File: config.mk
export PLATFORM = sky130hd
export DESIGN_NAME = rv32i_lsu
export DESIGN_NICKNAME = d
export VERILOG_FILES = /design/src/rtl/rv32i_lsu_pkg.sv /design/src/rtl/rv32i_lsu_align.sv /design/src/rtl/rv32i_lsu.sv
export SDC_FILE = /design/constraint.sdc
export NUM_CORES = 1
export LEC_CHECK = 0
export CAP_MARGIN = 5
export CORE_ASPECT_RATIO = 0.8
export CORE_UTILIZATION = 30
export DETAILED_ROUTE_END_ITERATION = 10
export SLEW_MARGIN = 30
export SYNTH_ARGS = -nofsm -noshare
export SYNTH_HDL_FRONTEND = slang
export SYNTH_SLANG_ARGS = --single-unit
File: constraint.sdc
create_clock -name clk -period 4.6 [get_ports clk]
set_clock_uncertainty 0.05 [all_clocks]
set_input_delay 0.92 -clock clk [delete_from_list [all_inputs] [get_ports clk]]
set_output_delay 0.92 -clock clk [all_outputs]
set_load 0.1 [all_outputs]
File: src/rtl/rv32i_lsu_pkg.sv
// Shared definitions for the RV32I load/store unit: funct3 codes, FSM states and
// the request legality rule used when a request is presented in IDLE.
package rv32i_lsu_pkg;

   localparam logic [2:0] F3_LB  = 3'b000;
   localparam logic [2:0] F3_LH  = 3'b001;
   localparam logic [2:0] F3_LW  = 3'b010;
   localparam logic [2:0] F3_LBU = 3'b100;
   localparam logic [2:0] F3_LHU = 3'b101;
   localparam logic [2:0] F3_SB  = 3'b000;
   localparam logic [2:0] F3_SH  = 3'b001;
   localparam logic [2:0] F3_SW  = 3'b010;

   typedef enum logic [1:0] {
      StIdle,
      StReq,
      StRdWait,
      StDone
   } lsu_state_e;

   // Exactly one of ld/st, a funct3 valid for that op, and natural alignment.
   function automatic logic access_legal(input logic       ld,
                                         input logic       st,
                                         input logic [2:0] funct3,
                                         input logic [1:0] addr_lo);
      logic ok;
      if (st) begin
         ok = (funct3 == F3_SB) || (funct3 == F3_SH) || (funct3 == F3_SW);
      end else begin
         ok = (funct3 == F3_LB) || (funct3 == F3_LH) || (funct3 == F3_LW) ||
              (funct3 == F3_LBU) || (funct3 == F3_LHU);
      end
      if ((funct3[1:0] == 2'b01) && addr_lo[0]) ok = 1'b0;
      if ((funct3[1:0] == 2'b10) && (addr_lo != 2'b00)) ok = 1'b0;
      return ok && (ld ^ st);
   endfunction

endpackage

File: src/rtl/rv32i_lsu_align.sv
// Lane steering for the LSU: byte enables, store data replication and
// load data extraction with sign/zero extension.
module rv32i_lsu_align
   import rv32i_lsu_pkg::*;
(
   input  logic [2:0]  funct3,
   input  logic [1:0]  addr_lo,
   input  logic [31:0] wdata,
   input  logic [31:0] rdata,
   output logic [3:0]  byteenable,
   output logic [31:0] wdata_rep,
   output logic [31:0] ld_data
);

   logic [31:0] shifted;

   always_comb begin
      byteenable = 4'hF;
      wdata_rep  = wdata;
      case (funct3[1:0])
         2'b00: begin
            byteenable = 4'b0001 << addr_lo;
            wdata_rep  = {4{wdata[7:0]}};
         end
         2'b01: begin
            byteenable = 4'b0011 << {addr_lo[1], 1'b0};
            wdata_rep  = {2{wdata[15:0]}};
         end
         default: ;
      endcase
   end

   always_comb begin
      shifted = rdata >> {addr_lo, 3'b000};
      ld_data = shifted;
      case (funct3)
         F3_LB:   ld_data = {{24{shifted[7]}}, shifted[7:0]};
         F3_LH:   ld_data = {{16{shifted[15]}}, shifted[15:0]};
         F3_LBU:  ld_data = {24'h0, shifted[7:0]};
         F3_LHU:  ld_data = {16'h0, shifted[15:0]};
         default: ;
      endcase
   end

endmodule

File: src/rtl/rv32i_lsu.sv
// RV32I load/store unit: one access at a time on a waitrequest/readdatavalid bus,
// stalling the pipeline until the access completes, with optional bus timeout.
module rv32i_lsu
   import rv32i_lsu_pkg::*;
#(
   parameter int unsigned TIMEOUT_CYCLES = 0
) (
   input  logic        clk,
   input  logic        reset_n,
   input  logic        ld,
   input  logic        st,
   input  logic [2:0]  funct3,
   input  logic [31:0] addr,
   input  logic [31:0] wdata,
   input  logic [4:0]  rd_idx_in,
   output logic        stall,
   output logic        ld_valid,
   output logic [4:0]  ld_rd_idx,
   output logic [31:0] ld_data,
   output logic        access_err,
   output logic [31:0] err_addr,
   output logic [31:0] mem_addr,
   output logic        mem_read,
   output logic        mem_write,
   output logic [3:0]  mem_byteenable,
   output logic [31:0] mem_writedata,
   input  logic [31:0] mem_readdata,
   input  logic        mem_waitrequest,
   input  logic        mem_readdatavalid
);

   lsu_state_e  state;
   logic        is_ld_q;
   logic [31:0] addr_q;
   logic [31:0] wdata_q;
   logic [2:0]  funct3_q;
   logic [4:0]  rd_idx_q;
   logic        mem_read_q;
   logic        mem_write_q;
   logic        ld_valid_q;
   logic        err_q;
   logic [31:0] ld_data_q;
   logic [31:0] err_addr_q;
   logic [15:0] tmo_cnt;

   logic        accept;
   logic        req_err;
   logic        tmo_hit;
   logic [3:0]  be;
   logic [31:0] wdata_rep;
   logic [31:0] ld_fmt;

   rv32i_lsu_align u_align (
      .funct3     (funct3_q),
      .addr_lo    (addr_q[1:0]),
      .wdata      (wdata_q),
      .rdata      (mem_readdata),
      .byteenable (be),
      .wdata_rep  (wdata_rep),
      .ld_data    (ld_fmt)
   );

   always_comb begin
      accept  = (state == StIdle) && access_legal(ld, st, funct3, addr[1:0]);
      req_err = (state == StIdle) && (ld || st) && !accept;
      // tmo_cnt holds the cycles already spent, so this fires on the final allowed cycle.
      tmo_hit = (TIMEOUT_CYCLES != 0) &&
                (({1'b0, tmo_cnt} + 17'd1) == 17'(TIMEOUT_CYCLES));
   end

   always_ff @(posedge clk) begin
      if (!reset_n) begin
         state       <= StIdle;
         is_ld_q     <= 1'b0;
         addr_q      <= 32'h0;
         wdata_q     <= 32'h0;
         funct3_q    <= 3'b000;
         rd_idx_q    <= 5'd0;
         mem_read_q  <= 1'b0;
         mem_write_q <= 1'b0;
         ld_valid_q  <= 1'b0;
         err_q       <= 1'b0;
         ld_data_q   <= 32'h0;
         err_addr_q  <= 32'h0;
         tmo_cnt     <= 16'd0;
      end else begin
         ld_valid_q <= 1'b0;
         err_q      <= 1'b0;
         unique case (state)
            StIdle: begin
               if (accept) begin
                  is_ld_q     <= ld;
                  addr_q      <= addr;
                  wdata_q     <= wdata;
                  funct3_q    <= funct3;
                  rd_idx_q    <= rd_idx_in;
                  mem_read_q  <= ld;
                  mem_write_q <= st;
                  tmo_cnt     <= 16'd0;
                  state       <= StReq;
               end
            end
            StReq: begin
               tmo_cnt <= tmo_cnt + 16'd1;
               if (!mem_waitrequest) begin
                  mem_read_q  <= 1'b0;
                  mem_write_q <= 1'b0;
                  state       <= is_ld_q ? StRdWait : StDone;
               end else if (tmo_hit) begin
                  mem_read_q  <= 1'b0;
                  mem_write_q <= 1'b0;
                  err_q       <= 1'b1;
                  err_addr_q  <= addr_q;
                  state       <= StDone;
               end
            end
            StRdWait: begin
               tmo_cnt <= tmo_cnt + 16'd1;
               if (mem_readdatavalid) begin
                  ld_data_q  <= ld_fmt;
                  ld_valid_q <= 1'b1;
                  state      <= StDone;
               end else if (tmo_hit) begin
                  err_q      <= 1'b1;
                  err_addr_q <= addr_q;
                  state      <= StDone;
               end
            end
            StDone: state <= StIdle;
            default: state <= StIdle;
         endcase
      end
   end

   assign stall          = (state == StReq) || (state == StRdWait) || accept;
   assign ld_valid       = ld_valid_q;
   assign ld_rd_idx      = rd_idx_q;
   assign ld_data        = ld_data_q;
   assign access_err     = req_err || err_q;
   assign err_addr       = req_err ? addr : err_addr_q;
   assign mem_addr       = {addr_q[31:2], 2'b00};
   assign mem_read       = mem_read_q;
   assign mem_write      = mem_write_q;
   assign mem_byteenable = (mem_read_q || mem_write_q) ? be : 4'h0;
   assign mem_writedata  = wdata_rep;

endmodule

# Word level (Yosys, flattened, before mapping)
# Index checks and enable logic that the tools add are counted.
dict set report word_totals {
  ff_bits 110
  in_bits 110
  elab_cells 75
}
dict set report op_classes {
  eq_ne 16
  shifts 3
  n_mux 19
  bitwise 1
  n_reduce_logical 26
}
# op count
set op_table {}
lappend op_table {{$pmux 32 s4} 1}
lappend op_table {{$pmux 32 s2} 1}
lappend op_table {{$mux 32} 1}
lappend op_table {{$shr 32x5->32} 1}
lappend op_table {{$eq 3x3->1 const B} 4}
lappend op_table {{$logic_or 1x1->1} 8}
lappend op_table {{$mux 1} 8}
lappend op_table {{$pmux 2 s4} 1}
lappend op_table {{$pmux 4 s2} 1}
lappend op_table {{$eq 2x1->1 const B} 3}
lappend op_table {{$eq 2x2->1 const B} 3}
lappend op_table {{$eq 3x1->1 const B} 2}
lappend op_table {{$logic_and 1x1->1} 6}
lappend op_table {{$logic_not 3->1} 2}
lappend op_table {{$mux 2} 3}
lappend op_table {{$ne 2x2->1 const B} 3}
lappend op_table {{$reduce_and 2->1} 3}
lappend op_table {{$reduce_and 3->1} 2}
lappend op_table {{$logic_not 2->1} 2}
lappend op_table {{$mux 4} 1}
lappend op_table {{$pmux 1 s2} 2}
lappend op_table {{$reduce_bool 2->1} 2}
lappend op_table {{$shl 1x2->4 const A} 1}
lappend op_table {{$shl 2x2->4 const A} 1}
lappend op_table {{other kinds (3)} 3}

# Depth between registers and ports, before layout
dict set report depth {
  word_depth 13
  mapped_depth 8
  depth_no_buf 6
}

# Modules after synthesis
# Synthesis repeated with hierarchy kept, for this count alone.
dict set report unflattened {
  cells_unflattened 769
  hier_area_um2 5957.0
}
# module instances cells_per_inst area_per_inst_um2
set by_module_without_submodules {}
lappend by_module_without_submodules {rv32i_lsu 1 579 4660.7}
lappend by_module_without_submodules {rv32i_lsu_align 1 190 1296.2}

# Worst setup path before layout
# Ideal clock, no wire load.
dict set report synth_path {
  path_type {register -> output}
  from {register funct3_q[0]}
  to {output port mem_writedata[25]}
  arrival_time_ns 3.057
  required_time_ns 3.630
  path_slack_ns 0.573
  path_stages_with_launch 5
  n_path_buf 2
  path_cell_list {dfxtp_1 buf_6 clkbuf_1 mux2i_1 o21ai_0}
}
dict set report synth_between {
  elab_chain_cells 2
  elab_cells_between_ends 3
}
# item line
set synth_rtl {}
lappend synth_rtl {{from (decl)} rv32i_lsu.sv:36} ;# logic [2:0] funct3_q;
lappend synth_rtl {{from (signal assigned)} rv32i_lsu.sv:95} ;# funct3_q <= funct3;
lappend synth_rtl {{$eq 2x1->1 / $logic_not 2->1 (equally long branches)} rv32i_lsu_align.sv:20} ;# case (funct3[1:0])
lappend synth_rtl {{$pmux 32 s2 *} rv32i_lsu_align.sv:20}
lappend synth_rtl {{to (decl)} rv32i_lsu.sv:26} ;# output logic [31:0] mem_writedata,
# Mark *: on every way between the ends. The rest lies on a longest branch, timed or not.

# Worst setup path after layout
dict set report layout_path {
  from {input port st}
  to {output port err_addr[27]}
}
dict set report layout_between {
  elab_chain_cells 8
  elab_cells_between_ends 11
}
# item line
set layout_rtl {}
lappend layout_rtl {{from (decl)} rv32i_lsu.sv:11} ;# input logic st,
lappend layout_rtl {{$mux 1} rv32i_lsu_pkg.sv:27} ;# if (st) begin
lappend layout_rtl {{$mux 1} rv32i_lsu_pkg.sv:33} ;# if ((funct3[1:0] == 2'b01) && addr_lo[0]) ok = 1'b0;
lappend layout_rtl {{$mux 1} rv32i_lsu_pkg.sv:34} ;# if ((funct3[1:0] == 2'b10) && (addr_lo != 2'b00)) ok = 1'b0;
lappend layout_rtl {{$logic_and 1x1->1} rv32i_lsu_pkg.sv:35} ;# return ok && (ld ^ st);
lappend layout_rtl {{$logic_and 1x1->1} rv32i_lsu.sv:64} ;# accept = (state == StIdle) && access_legal(ld, st, funct3, addr[1:0]);
lappend layout_rtl {{$logic_not 1->1} rv32i_lsu.sv:65} ;# req_err = (state == StIdle) && (ld || st) && !accept;
lappend layout_rtl {{$logic_and 1x1->1 *} rv32i_lsu.sv:65}
lappend layout_rtl {{$mux 32 *} rv32i_lsu.sv:140} ;# assign err_addr = req_err ? addr : err_addr_q;
lappend layout_rtl {{to (decl)} rv32i_lsu.sv:21} ;# output logic [31:0] err_addr,
# Marks and branches as above.

==> flow_metrics.tcl <==
set metrics [dict create \
    status "completed" \
    die_w_um 155.1 \
    drt_wl_total_mm 17.63 \
    htree_levels 3 \
    wl_per_cell_um 15.43 \
    syn_inst 715 \
    end_kind "output port" \
    grt_use_total 0.1842 \
    clockBufferDepth 2 \
    cts-buffers-inserted 9 \
    std_cell_rows 44 \
    core_mm2 0.01828 \
    vias_per_cell 4.671 \
    netlist_area_mm2 0.005625 \
    final_area_mm2 0.008548 \
    critPathKind "input port to output port" \
    power_switching_share 0.5009 \
    fin_hold_ws_ns 0.4062 \
    slew_viol_final 0 \
    ios 252 \
    antenna_left 0 \
    place_area_mm2 0.008237 \
    yosys_warnings 0 \
    dp_cells 1129 \
    seq_power_share 0.243 \
    arrival_ns 3.13 \
    final_cells 1143 \
    post-cts-setup-buffers 0 \
    cts_root_buf "clkbuf_16" \
    clk_pin_slew_ns 0.07 \
    cts_resized 0 \
    dpl.hpwl_mm 12.84 \
    grt-ovfl-total 0 \
    clock_latency_ns 0.35 \
    p_leak_nw 3.188 \
    syn_area_per_cell_um2 7.868 \
    antenna_cells 0 \
    hold_violations 0 \
    first_pass_iters 6 \
    critical_path_peak_fanout 19 \
    ys_types 38 \
    numPortBuffers 249 \
    via_count 5339 \
    die_y_um 124.5 \
    p_clk_frac 0.180 \
    cts_tree "done" \
    combPwrFrac 0.577 \
    intPower_mw 2.313 \
    floorplan.die_area_mm2 0.01931 \
    worstMarginPinSlew_ns 1.031 \
    setup_tns_ns 0 \
    start_util 0.3078 \
    syn_to_final_growth_pct 51.96 \
    grt_start_max_net_pins 91 \
    drv_cap 0 \
    timing.final.crit_share 0.8913 \
    drive_gt1_frac 0.1303 \
    synth_seq_area_share 0.3915 \
    switching_power_mw 2.321 \
    fin_crit_ns 4.100 \
    rsz0062_at_grt "no" \
    ys_ff_latch 110 \
    drt_iter0_markers 316 \
    cts.sinks 110 \
    async_reset_ff_frac 0 \
    startpoint_type "input port" \
    relSlewSlack 0.3108 \
    required_ns 3.63 \
    setup_viol 0 \
    gp_congestion 0.8235 \
    antenna_found_initial 0 \
    synthFlopType "dfxtp_1" \
    drc 0 \
    fmax_ghz 0.2439 \
    fin_nets 1001 \
    power_density_mw_per_mm2 542.1 \
    hp-class "register to register" \
    grt_pass1_vias 5086 \
    ir_worst_vdd_mv 0.2588 \
    ctsHoldBuffers 0 \
    synth_edf_count 0 \
    grt_pass1_wl_mm 28.01 \
]
[power groups by stage]
stage | combinational, mW | clock [mW] | sequential (mW)
floorplan | 1.60 | 0 | 1.45
global placement | 2.68 | 0 | 1.14
detailed placement | 2.68 | 0 | 1.15
CTS | 2.69 | 0.866 | 1.13
global route | 2.78 | 0.904 | 1.14
finish | 2.67 | 0.836 | 1.13
[metal layers]
layer | part of all wire | up-vias | wire (um) | track usage
met5 | 0 | - | 0 | 0
met4 | 0.018 | 0 | 325 | 0.05824
met3 | 0.074 | 19 | 1298 | 0.05811
met2 | 0.44 | 180 | 7798 | 0.2851
met1 | 0.47 | 2392 | 8210 | 0.2420
li1 | - | 2748 | - | -
[path summary, 6_finish.rpt]
| check | start | to | slack [ns] | cells after the start |
|---|---|---|---|---|
| max | st | err_addr[27] | 0.50 | 8 |
| max reg2reg | state[0] | wdata_q[14] | 2.07 | 6 |
| min | addr_q[12] | addr_q[12] | 0.41 | 2 |
| min reg2reg | addr_q[12] | addr_q[12] | 0.41 | 2 |
[area by class of cell]
class / instances / area, um^2
Timing Repair Buffer: 260 / 2873
Fill cell: 1829 / 9729
Clock buffer: 10 / 239.0
Tap cell: 253 / 316.6
Inverter: 7 / 26.28
Sequential cell: 110 / 2202
Multi-Input combinational cell: 499 / 2819
Clock inverter: 4 / 72.57
[Yosys cell counts (8+ instances only)]
library cell | count | area share
nand2_1 | 135 | 0.090
dfxtp_1 | 110 | 0.39
o21ai_0 | 78 | 0.069
nand3_1 | 73 | 0.065
a21oi_1 | 47 | 0.042
buf_4 | 40 | 0.053
clkbuf_1 | 35 | 0.023
and2_1 | 32 | 0.036
o21ai_1 | 31 | 0.028
mux2_2 | 23 | 0.046
mux2i_1 | 22 | 0.039
buf_2 | 9 | 0.0080
a21boi_0 | 8 | 0.011
buf_1 | 8 | 0.0053
o211ai_1 | 8 | 0.011
o2bb2ai_1 | 8 | 0.012
[worst max-delay path: stages]
cell and delay (ns):
clkdlybuf4s50_1 0.57, inv_1 0.07, ha_1 0.32, o21ai_1 0.15, and3b_1 0.52, buf_12 0.21, and2_1 0.18, buf_12 0.18
[flip-flops by register name, summed over array words and instances (netlist names), 2 cells and up]
name       flops
state          2
addr_q        32
ld_data       32
wdata_q       32
funct3_q       3
ld_rd_idx      5
[layout by cell type, fill, tap and decap left out, types with 2 or more instances in the layout]
| cell type | n |
|---|---|
| clkdlybuf4s50_1 | 188 |
| bufinv_16 | 2 |
| mux2_2 | 23 |
| nand3_1 | 73 |
| o21ai_0 | 78 |
| a21boi_0 | 8 |
| a21oi_1 | 47 |
| o21ai_1 | 31 |
| dfxtp_1 | 110 |
| o211ai_1 | 8 |
| inv_1 | 7 |
| buf_12 | 36 |
| nor2_1 | 7 |
| conb_1 | 2 |
| clkbuf_16 | 9 |
| and2_1 | 32 |
| nand2_1 | 135 |
| nand2b_1 | 3 |
| buf_4 | 36 |
| o211ai_4 | 2 |
| o2bb2ai_1 | 8 |
| mux2i_1 | 22 |
| nand3b_1 | 3 |
| nor2b_1 | 2 |
| ha_1 | 4 |
[metrics by stage]
step                setup slack [ns]  utilization  total power, mW
global placement              0.5070       0.4506            3.823
global route                  0.3057       0.4677            4.822
floorplan                     0.5727            -            3.045
detailed placement            0.4683       0.4506            3.827
CTS                           0.4625       0.4677            4.678
finish                        0.5000       0.4677            4.634
[kinds of logic after synthesis]
| kind of cell | count (synthesis) | synth area share |
|---|---|---|
| AND/OR/NAND/NOR | 261 | 0.2137 |
| AO/OA/AOI/OAI | 186 | 0.1864 |
| flip-flops | 110 | 0.3915 |
| buffers and inverters | 107 | 0.1097 |
| multiplexers | 46 | 0.08919 |
| adder cells (fa/ha/maj) | 4 | 0.008897 |
| other | 1 | 0.0006666 |
Note: power is estimated with default switching activity, not from simulation.
